==> config.mk <==
export PLATFORM = sky130hd
export DESIGN_NAME = debounce_enable_latch
export DESIGN_NICKNAME = d
export VERILOG_FILES = /design/src/rtl/debounce_enable_latch_pkg.sv /design/src/rtl/debounce_enable_latch_sync_chain.sv /design/src/rtl/debounce_enable_latch.sv
export SDC_FILE = /design/constraint.sdc
export NUM_CORES = 1
export LEC_CHECK = 0
export BUFFER_PORTS_ARGS = -buffer_cell sky130_fd_sc_hd__buf_4
export CORE_ASPECT_RATIO = 0.8
export CORE_UTILIZATION = 35
export CTS_CLUSTER_DIAMETER = 100
export DETAILED_ROUTE_END_ITERATION = 6
export PLACE_DENSITY_LB_ADDON = 0.1
export SLEW_MARGIN = 0
export SYNTH_ARGS = -nofsm -noshare
export SYNTH_HDL_FRONTEND = slang
export SYNTH_SLANG_ARGS = --single-unit
==> constraint.sdc <==
create_clock -name i_Clk -period 3.4 [get_ports i_Clk]
set_input_delay 0 -clock i_Clk [delete_from_list [all_inputs] [get_ports i_Clk]]
set_output_delay 0 -clock i_Clk [all_outputs]
set_load 0.02 [all_outputs]
==> src/rtl/debounce_enable_latch_pkg.sv <==
// Shared types for the push-button debounce / enable-latch block:
// debouncer FSM encoding and the press-counter width.
package debounce_enable_latch_pkg;

    localparam int unsigned PressCountWidth = 8;

    typedef enum logic [1:0] {
        StStableLow  = 2'd0,
        StCheckHigh  = 2'd1,
        StStableHigh = 2'd2,
        StCheckLow   = 2'd3
    } state_e;

endpackage

==> src/rtl/debounce_enable_latch_sync_chain.sv <==
// Multi-flop synchroniser for an asynchronous level input; synchronous
// active-high reset clears every stage. Reusable for other board inputs.
module sync_chain #(
    parameter int unsigned SYNC_STAGES = 2
) (
    input  logic i_Clk,
    input  logic i_Reset,
    input  logic i_Async,
    output logic o_Sync
);

    logic [SYNC_STAGES-1:0] sync_q;
    logic [SYNC_STAGES-1:0] sync_d;

    always_comb begin
        sync_d = {sync_q[SYNC_STAGES-2:0], i_Async};
    end

    always_ff @(posedge i_Clk) begin
        if (i_Reset) begin
            sync_q <= '0;
        end else begin
            sync_q <= sync_d;
        end
    end

    assign o_Sync = sync_q[SYNC_STAGES-1];

endmodule

==> src/rtl/debounce_enable_latch.sv <==
// Synchronise + debounce a push button; each accepted press strobes, toggles
// a latched enable and bumps a press counter. DEBOUNCE_ENABLE_ACTIVE_LOW_EN
// selects an active-low button.
module debounce_enable_latch
    import debounce_enable_latch_pkg::*;
#(
    parameter int unsigned DEBOUNCE_LIMIT = 250000,
    parameter int unsigned SYNC_STAGES    = 2
) (
    input  logic                       i_Clk,
    input  logic                       i_Reset,
    input  logic                       i_Switch,
    output logic                       o_Debounced,
    output logic                       o_Press_Pulse,
    output logic                       o_Enable,
    output logic [PressCountWidth-1:0] o_Press_Count
);

    localparam int unsigned    CntW    = $clog2(DEBOUNCE_LIMIT) + 1;
    localparam logic [CntW-1:0] CntLast = CntW'(DEBOUNCE_LIMIT - 1);

    logic switch_level;
    logic sync;

`ifdef DEBOUNCE_ENABLE_ACTIVE_LOW_EN
    // Inverted so that a reset synchroniser (all zeros) means "released".
    assign switch_level = ~i_Switch;
`else
    assign switch_level = i_Switch;
`endif

    sync_chain #(
        .SYNC_STAGES(SYNC_STAGES)
    ) u_sync_chain (
        .i_Clk  (i_Clk),
        .i_Reset(i_Reset),
        .i_Async(switch_level),
        .o_Sync (sync)
    );

    state_e              state_q, state_d;
    logic [CntW-1:0]     cnt_q, cnt_d;
    logic                debounced_q, debounced_d;
    logic                pulse_q, pulse_d;
    logic                enable_q, enable_d;
    logic [PressCountWidth-1:0] count_q, count_d;

    // State register (counter travels with the state).
    always_ff @(posedge i_Clk) begin
        if (i_Reset) begin
            state_q <= StStableLow;
            cnt_q   <= '0;
        end else begin
            state_q <= state_d;
            cnt_q   <= cnt_d;
        end
    end

    // Next-state logic.
    always_comb begin
        state_d = state_q;
        cnt_d   = cnt_q;
        unique case (state_q)
            StStableLow: begin
                if (sync) begin
                    state_d = StCheckHigh;
                    cnt_d   = CntW'(1);
                end else begin
                    cnt_d = '0;
                end
            end
            StCheckHigh: begin
                if (!sync) begin
                    state_d = StStableLow;
                    cnt_d   = '0;
                end else if (cnt_q == CntLast) begin
                    state_d = StStableHigh;
                    cnt_d   = '0;
                end else begin
                    cnt_d = cnt_q + CntW'(1);
                end
            end
            StStableHigh: begin
                if (!sync) begin
                    state_d = StCheckLow;
                    cnt_d   = CntW'(1);
                end else begin
                    cnt_d = '0;
                end
            end
            StCheckLow: begin
                if (sync) begin
                    state_d = StStableHigh;
                    cnt_d   = '0;
                end else if (cnt_q == CntLast) begin
                    state_d = StStableLow;
                    cnt_d   = '0;
                end else begin
                    cnt_d = cnt_q + CntW'(1);
                end
            end
            default: begin
                state_d = StStableLow;
                cnt_d   = '0;
            end
        endcase
    end

    // Output logic: next values of the registered outputs. Only a press
    // commit strobes, toggles and counts; a release commit just drops the level.
    always_comb begin
        debounced_d = debounced_q;
        pulse_d     = 1'b0;
        enable_d    = enable_q;
        count_d     = count_q;
        unique case (state_q)
            StCheckHigh: begin
                if (sync && (cnt_q == CntLast)) begin
                    debounced_d = 1'b1;
                    pulse_d     = 1'b1;
                    enable_d    = ~enable_q;
                    count_d     = count_q + PressCountWidth'(1);
                end
            end
            StCheckLow: begin
                if (!sync && (cnt_q == CntLast)) begin
                    debounced_d = 1'b0;
                end
            end
            default: begin
                debounced_d = debounced_q;
            end
        endcase
    end

    always_ff @(posedge i_Clk) begin
        if (i_Reset) begin
            debounced_q <= 1'b0;
            pulse_q     <= 1'b0;
            enable_q    <= 1'b0;
            count_q     <= '0;
        end else begin
            debounced_q <= debounced_d;
            pulse_q     <= pulse_d;
            enable_q    <= enable_d;
            count_q     <= count_d;
        end
    end

    assign o_Debounced   = debounced_q;
    assign o_Press_Pulse = pulse_q;
    assign o_Enable      = enable_q;
    assign o_Press_Count = count_q;

endmodule

==> flow_metrics.tcl, run 1 <==
set metrics [dict create \
    cts_sinks 34 \
    drtAntennaViolNets 0 \
    crit_chain "or4_1 -> or4_1 -> nor4_1 -> mux2_2" \
    clockBufferDepth 2 \
    nets 204 \
    reg2reg_to "o_Press_Count[7]$_SDFFE_PP0P_" \
    dpl.hpwl_mm 2.39 \
    avgRoutedWirePerCell_um 13.3 \
    fmax_mhz 392 \
    ff2ff_setup_slack_ns 0.85 \
    status "finished, final reports clean" \
    yosysWarnings 0 \
    grt_pass1_wl_mm 6.07 \
    skew_ns 0.00407 \
    antenna_found_initial 0 \
    synth_mux_area_share_pct 4.14 \
    htreeDepth 2 \
    cts_root_buf "clkbuf_8" \
    finalHoldViolations 0 \
    via_per_inst 5.37 \
    drive_above_1_share_pct 16.0 \
    synth_top_family_by_area "simple AND/OR/NAND/NOR gates" \
    met2_usage_pct 22.1 \
    synth_top_area_share_pct 41.7 \
    leakagePower_nw 0.634 \
    rsz0062_at_grt "no" \
    synth.most_common_cell "dfxtp_1" \
    post-cts-setup-buffers 0 \
    crit_required_ns 3.57 \
    fp.coreArea_um2 4340 \
    cts_tree "yes" \
    clkTransAtPathRegs_ns 0.07 \
    rows 21 \
    hp-class "primary input to flop" \
    tightest_slew_ns 1.10 \
    syn2layout_area_growth_pct 13.9 \
    insertion_delay_ns 0.28 \
    synth_compound_area_share_pct 10.1 \
    syn-num-nets 192 \
    synth_common_cells "34 x dfxtp_1, 21 x nor2_1, 15 x nand3_1, 11 x a21oi_1, 11 x nand4_1" \
    ys.flop_type "dfxtp_1" \
    synth_edf_count 0 \
    cp_top_family "simple AND/OR/NAND/NOR gates" \
    synthSimpleGateAreaFrac_pct 32.2 \
    power.total_mw 0.725 \
    post-route-period-util_pct 75.1 \
    antennaDiodeCount 0 \
    dieArea_um2 4940 \
    synth_area_per_cell_um2 8.72 \
    met1_usage_pct 22.6 \
    die_w_um 78.3 \
    setup_viol 0 \
    first_pass_iters 4 \
    peakVddDrop_v 0.000169 \
    synthesis.area_um2 1630 \
    yosysSeqAreaShare_pct 41.7 \
    cp_max_fo 13 \
    worst_path_most_repeated_cell "or4_1" \
    max_slew_margin_pct 25.9 \
    drc 0 \
    power_density_nw_per_um2 390 \
    path_buf_inv 0 \
    finalCriticalPeriod_ns 2.55 \
    route.vias.total 1380 \
    worstSetupEndpoint "o_Press_Count[7]$_SDFFE_PP0P_" \
    grt_max_degree 23 \
    cpPeakStageDelay_ns 0.75 \
    async_flop_share_pct 0 \
    cp_slowest_cell "or4_1" \
    cts_resized 0 \
    ys_types 33 \
    synth.area.top_cells "dfxtp_1 42%, nor2_1 4.8%, nand3_1 4.6%" \
    endpoint_kind "flop" \
    drt_iter0_markers 89 \
    setup_tns_ns 0 \
    max-cap-violations 0 \
    grt_use_total_pct 15.6 \
    worstPathArrival_ns 2.72 \
    finalMaxSlewViolations 0 \
    path_depth 4 \
    ys_ff_latch 34 \
    grt-busiest-layer "met1" \
    yosysTopAreaCell "dfxtp_1" \
    path_class "flop to flop" \
    gp_routability_congestion 0.768 \
    netlist_instances 187 \
    initial_core_util_pct 37.6 \
    ios 14 \
    wl_mm 3.43 \
    crit_path_start_kind "flop" \
    use_met3_pct 4.49 \
    grt-ovfl-total 0 \
    synthAdderAreaFrac_pct 1.53 \
    grt_pass1_vias 1304 \
    synthXorXnorAreaFrac_pct 6.44 \
    cts_buffers 5 \
    reg2reg_depth 4 \
    critPathLaunch "cnt_q[5]$_SDFF_PP0_" \
    timing.rr.start "cnt_q[5]$_SDFF_PP0_" \
    fp.dieH_um 63.1 \
    portBuffers 13 \
]
==> state kept, by name, summed over array words and instances (netlist names), named ones only <==
name                 flops
state_q                  1
o_Debounced              1
o_Press_Pulse            1
o_Enable                 1
u_sync_chain.sync_q      2
cnt_q                   19
o_Press_Count            8
==> stage by stage <==
step | hold WS (ns) | setup slack (ns) | instances | utilization [%] | area (um^2)
finish | 0.0396 | 0.846 | 257 | 42.9 | 1860
global route | 0.0481 | 0.644 | 257 | 42.9 | 1860
floorplan | 0.128 | 1.15 | 187 | - | 1630
detailed placement | 0.221 | 0.816 | 248 | 40.5 | 1760
CTS | 0.0411 | 0.814 | 257 | 42.9 | 1860
global placement | 0.218 | 0.832 | 248 | 40.5 | 1760
==> cells in the final DEF, fill, tap and decap left out, drive strengths merged, types with 4 or more instances in the layout <==
master and instances:
nand2 5, nor4 4, o21ai 6, dfxtp 34, buf 13, inv 5
nor2b 8, mux2 6, or4 6, nand3 15, a21oi 11, clkbuf 7
nor2 21, xor2 8, or3 5, nor3 6, nand4 11, xnor2 4
==> cell type report <==
class                   count  area [um^2]
clock buffers               7         86.3
clock inverters             1         5.00
fillers                   443         2480
inverters                   5         18.8
multi-input cells         139          888
flip-flops and latches     34          681
well taps                  57         71.3
repair buffers             14          108
==> routing by layer <==
metal  vias to the layer above  part of all wire, %
met4                         0                 0.85
met5                         -                    0
li1                        703                    -
met3                         4                  3.8
met1                       654                   53
met2                        19                   42
==> worst reg2reg max path: cells and delay by family (launching register included) <==
family / cells / cell delay (ns)
AND/OR/NAND/NOR: 3 / 1.72
flip-flops: 1 / 0.35
multiplexers: 1 / 0.38
==> power by group <==
group / internal (mW) / switching [mW]
clock: 0.163 / 0.142
combinational: 0.00773 / 0.00876
sequential: 0.401 / 0.00263
total: 0.572 / 0.153
==> how the worst min path moves through the flow <==
| stage | start | end | slack (ns) | cells past startpoint |
|---|---|---|---|---|
| floorplan | i_Switch | u_sync_chain.sync_q[0]$_SDFF_PP0_ | 0.13 | 1 |
| global placement | i_Switch | u_sync_chain.sync_q[0]$_SDFF_PP0_ | 0.22 | 2 |
| detailed placement | i_Switch | u_sync_chain.sync_q[0]$_SDFF_PP0_ | 0.22 | 2 |
| CTS | i_Reset | o_Press_Count[1]$_SDFFE_PP0P_ | 0.04 | 2 |
| global route | i_Reset | o_Press_Pulse$_SDFF_PP0_ | 0.05 | 2 |
| finish | i_Reset | o_Press_Count[1]$_SDFFE_PP0P_ | 0.04 | 2 |
==> kinds of logic after synthesis <==
logic type,count (synthesis)
AND/OR/NAND/NOR,92
flip-flops,34
AO/OA/AOI/OAI,27
buffers and inverters,14
XOR/XNOR,12
multiplexers,6
adder cells (fa/ha/maj),2
==> repair_timing <==
item	in CTS	in global routing
endpoints found under the hold margin	1	0
endpoints found under the setup margin	0	0
hold buffers	1	0
Power figures use the tool's default switching activity.
==> run 2, diff against run 1 <==
==> constraint.sdc (replaced) <==
create_clock -name i_Clk -period 2.7 [get_ports i_Clk]
set_input_delay 0 -clock i_Clk [delete_from_list [all_inputs] [get_ports i_Clk]]
set_output_delay 0 -clock i_Clk [all_outputs]
set_load 0.02 [all_outputs]
==> flow_metrics.tcl, run 2 (synthesis results as in run 1) <==
set metrics [dict create \
    worstPathArrival_ns 2.69 \
    dpl-instance-area_um2 1790 \
    avgRoutedWirePerCell_um 13.3 \
    final.setup.worst_slack_ns 0.183 \
    regMostFlops "cnt_q" \
    fin_util_pct 44.2 \
    power_density_nw_per_um2 503 \
    fp.dieH_um 63.1 \
    pre_cts_ws_ns 0.212 \
    multi_input_area_um2 888 \
    finalHoldViolations 0 \
    drc 0 \
    reg2reg_to "o_Press_Count[2]$_SDFFE_PP0P_" \
    endpoint_kind "flop" \
    leakagePower_nw 0.668 \
    grt-ovfl-total 0 \
    fp.coreArea_um2 4340 \
    rows 21 \
    post-cts-setup-buffers 0 \
    grt_max_degree 23 \
    stdcell_area_um2 1910 \
    clkTransAtPathRegs_ns 0.07 \
    first_pass_iters 4 \
    cp_max_fo 10 \
    route.vias.total 1437 \
    fillers 430 \
    timing.rr.start "cnt_q[5]$_SDFF_PP0_" \
    finalCriticalPeriod_ns 2.52 \
    drt_iter0_markers 118 \
    die_w_um 78.3 \
    crit_path_start_kind "flop" \
    htreeDepth 2 \
    max-cap-violations 0 \
    antenna_found_initial 0 \
    path_class "flop to flop" \
    rsz0062_at_grt "no" \
    grt_use_total_pct 15.7 \
    setup_viol 0 \
    finalMaxSlewViolations 0 \
    initial_core_util_pct 37.6 \
    dieArea_um2 4940 \
    crit_required_ns 2.88 \
    power.total_mw 0.964 \
    clockBufferDepth 2 \
    ff2ff_setup_slack_ns 0.18 \
    hold_path_end "o_Enable$_SDFFE_PP0P_" \
    portBuffers 13 \
    tightest_slew_ns 0.543 \
    largest_reg_flops 19 \
    cts_sinks 34 \
    skew_ns 0.00781 \
    ios 14 \
    antennaDiodeCount 0 \
    timing.hold.ws_ns 0.0358 \
    grt_pass1_wl_mm 5.93 \
    cts_resized 0 \
    post-route-period-util_pct 93.2 \
    register_area_um2 681 \
    drtAntennaViolNets 0 \
    cts_buffers 5 \
    cts_root_buf "clkbuf_8" \
    setup_tns_ns 0 \
    nets 209 \
    hp-class "primary input to flop" \
    layout_commonest_cell "dfxtp_1" \
    via_per_inst 5.48 \
    cts_tree "yes" \
    hold_start "i_Reset" \
    fmax_mhz 397 \
    min_path_cells 2 \
    gp_routability_congestion 0.850 \
    peakVddDrop_v 0.000290 \
    final_cells 262 \
    grt_pass1_vias 1300 \
    dpl.hpwl_mm 2.54 \
    drive_above_1_share_pct 18.5 \
    reg2reg_depth 5 \
    status "finished, final reports clean" \
    ctsHoldBuffers 1 \
    dpl.cell_count 253 \
    syn2layout_area_growth_pct 17.3 \
    wl_mm 3.48 \
    max_slew_margin_pct 63.5 \
    insertion_delay_ns 0.29 \
    final_cell_mix "34 x dfxtp_1, 21 x nor2_1, 18 x buf_4, 15 x nand3_1" \
]
run 2: cell count changes in the layout (fill, tap and decap cells not counted):
cell and change:
clkbuf_1 -1, buf_4 +5, clkinv_2 -1, clkbuf_8 +2
run 2: worst max path at each step:
stage,startpoint,to,slack [ns]
final,cnt_q[5]$_SDFF_PP0_,o_Press_Count[2]$_SDFFE_PP0P_,0.18
after global routing,cnt_q[5]$_SDFF_PP0_,o_Press_Count[2]$_SDFFE_PP0P_,0.13
after CTS,cnt_q[5]$_SDFF_PP0_,o_Press_Count[2]$_SDFFE_PP0P_,0.20
after detailed placement,cnt_q[5]$_SDFF_PP0_,o_Press_Count[2]$_SDFFE_PP0P_,0.21
after global placement,cnt_q[5]$_SDFF_PP0_,o_Press_Count[2]$_SDFFE_PP0P_,0.28
after floorplan,cnt_q[5]$_SDFF_PP0_,o_Press_Count[6]$_SDFFE_PP0P_,0.45
run 2: area by class of cell:
| class | count | share of cell area (%) |
|---|---|---|
| Tap cell | 57 | 3.73 |
| Multi-Input combinational cell | 139 | 46.4 |
| Clock buffer | 8 | 5.75 |
| Inverter | 5 | 0.980 |
| Timing Repair Buffer | 19 | 7.58 |
| Sequential cell | 34 | 35.6 |
run 2: worst max-delay path, cell delays in order (launching register included):
cell	delay, ns
dfxtp_1	0.36
or4_1	0.51
or4_1	0.72
buf_4	0.24
nor3_1	0.21
mux2_2	0.37
run 2: layer usage:
metal  vias to the layer above  routed length (um)  global-route usage, %
met2                        34                1490                   21.8
met1                       678                1750                   21.9
met3                        12                 147                   3.91
li1                        713                   -                      -
met4                         0                  90                   8.33
met5                         -                   0                      0
run 2: power by group:
group          internal (mW)  total, mW  switching, mW
sequential             0.505      0.508        0.00327
clock                  0.257      0.435          0.177
combinational        0.00978     0.0208         0.0111
total                  0.772      0.964          0.192
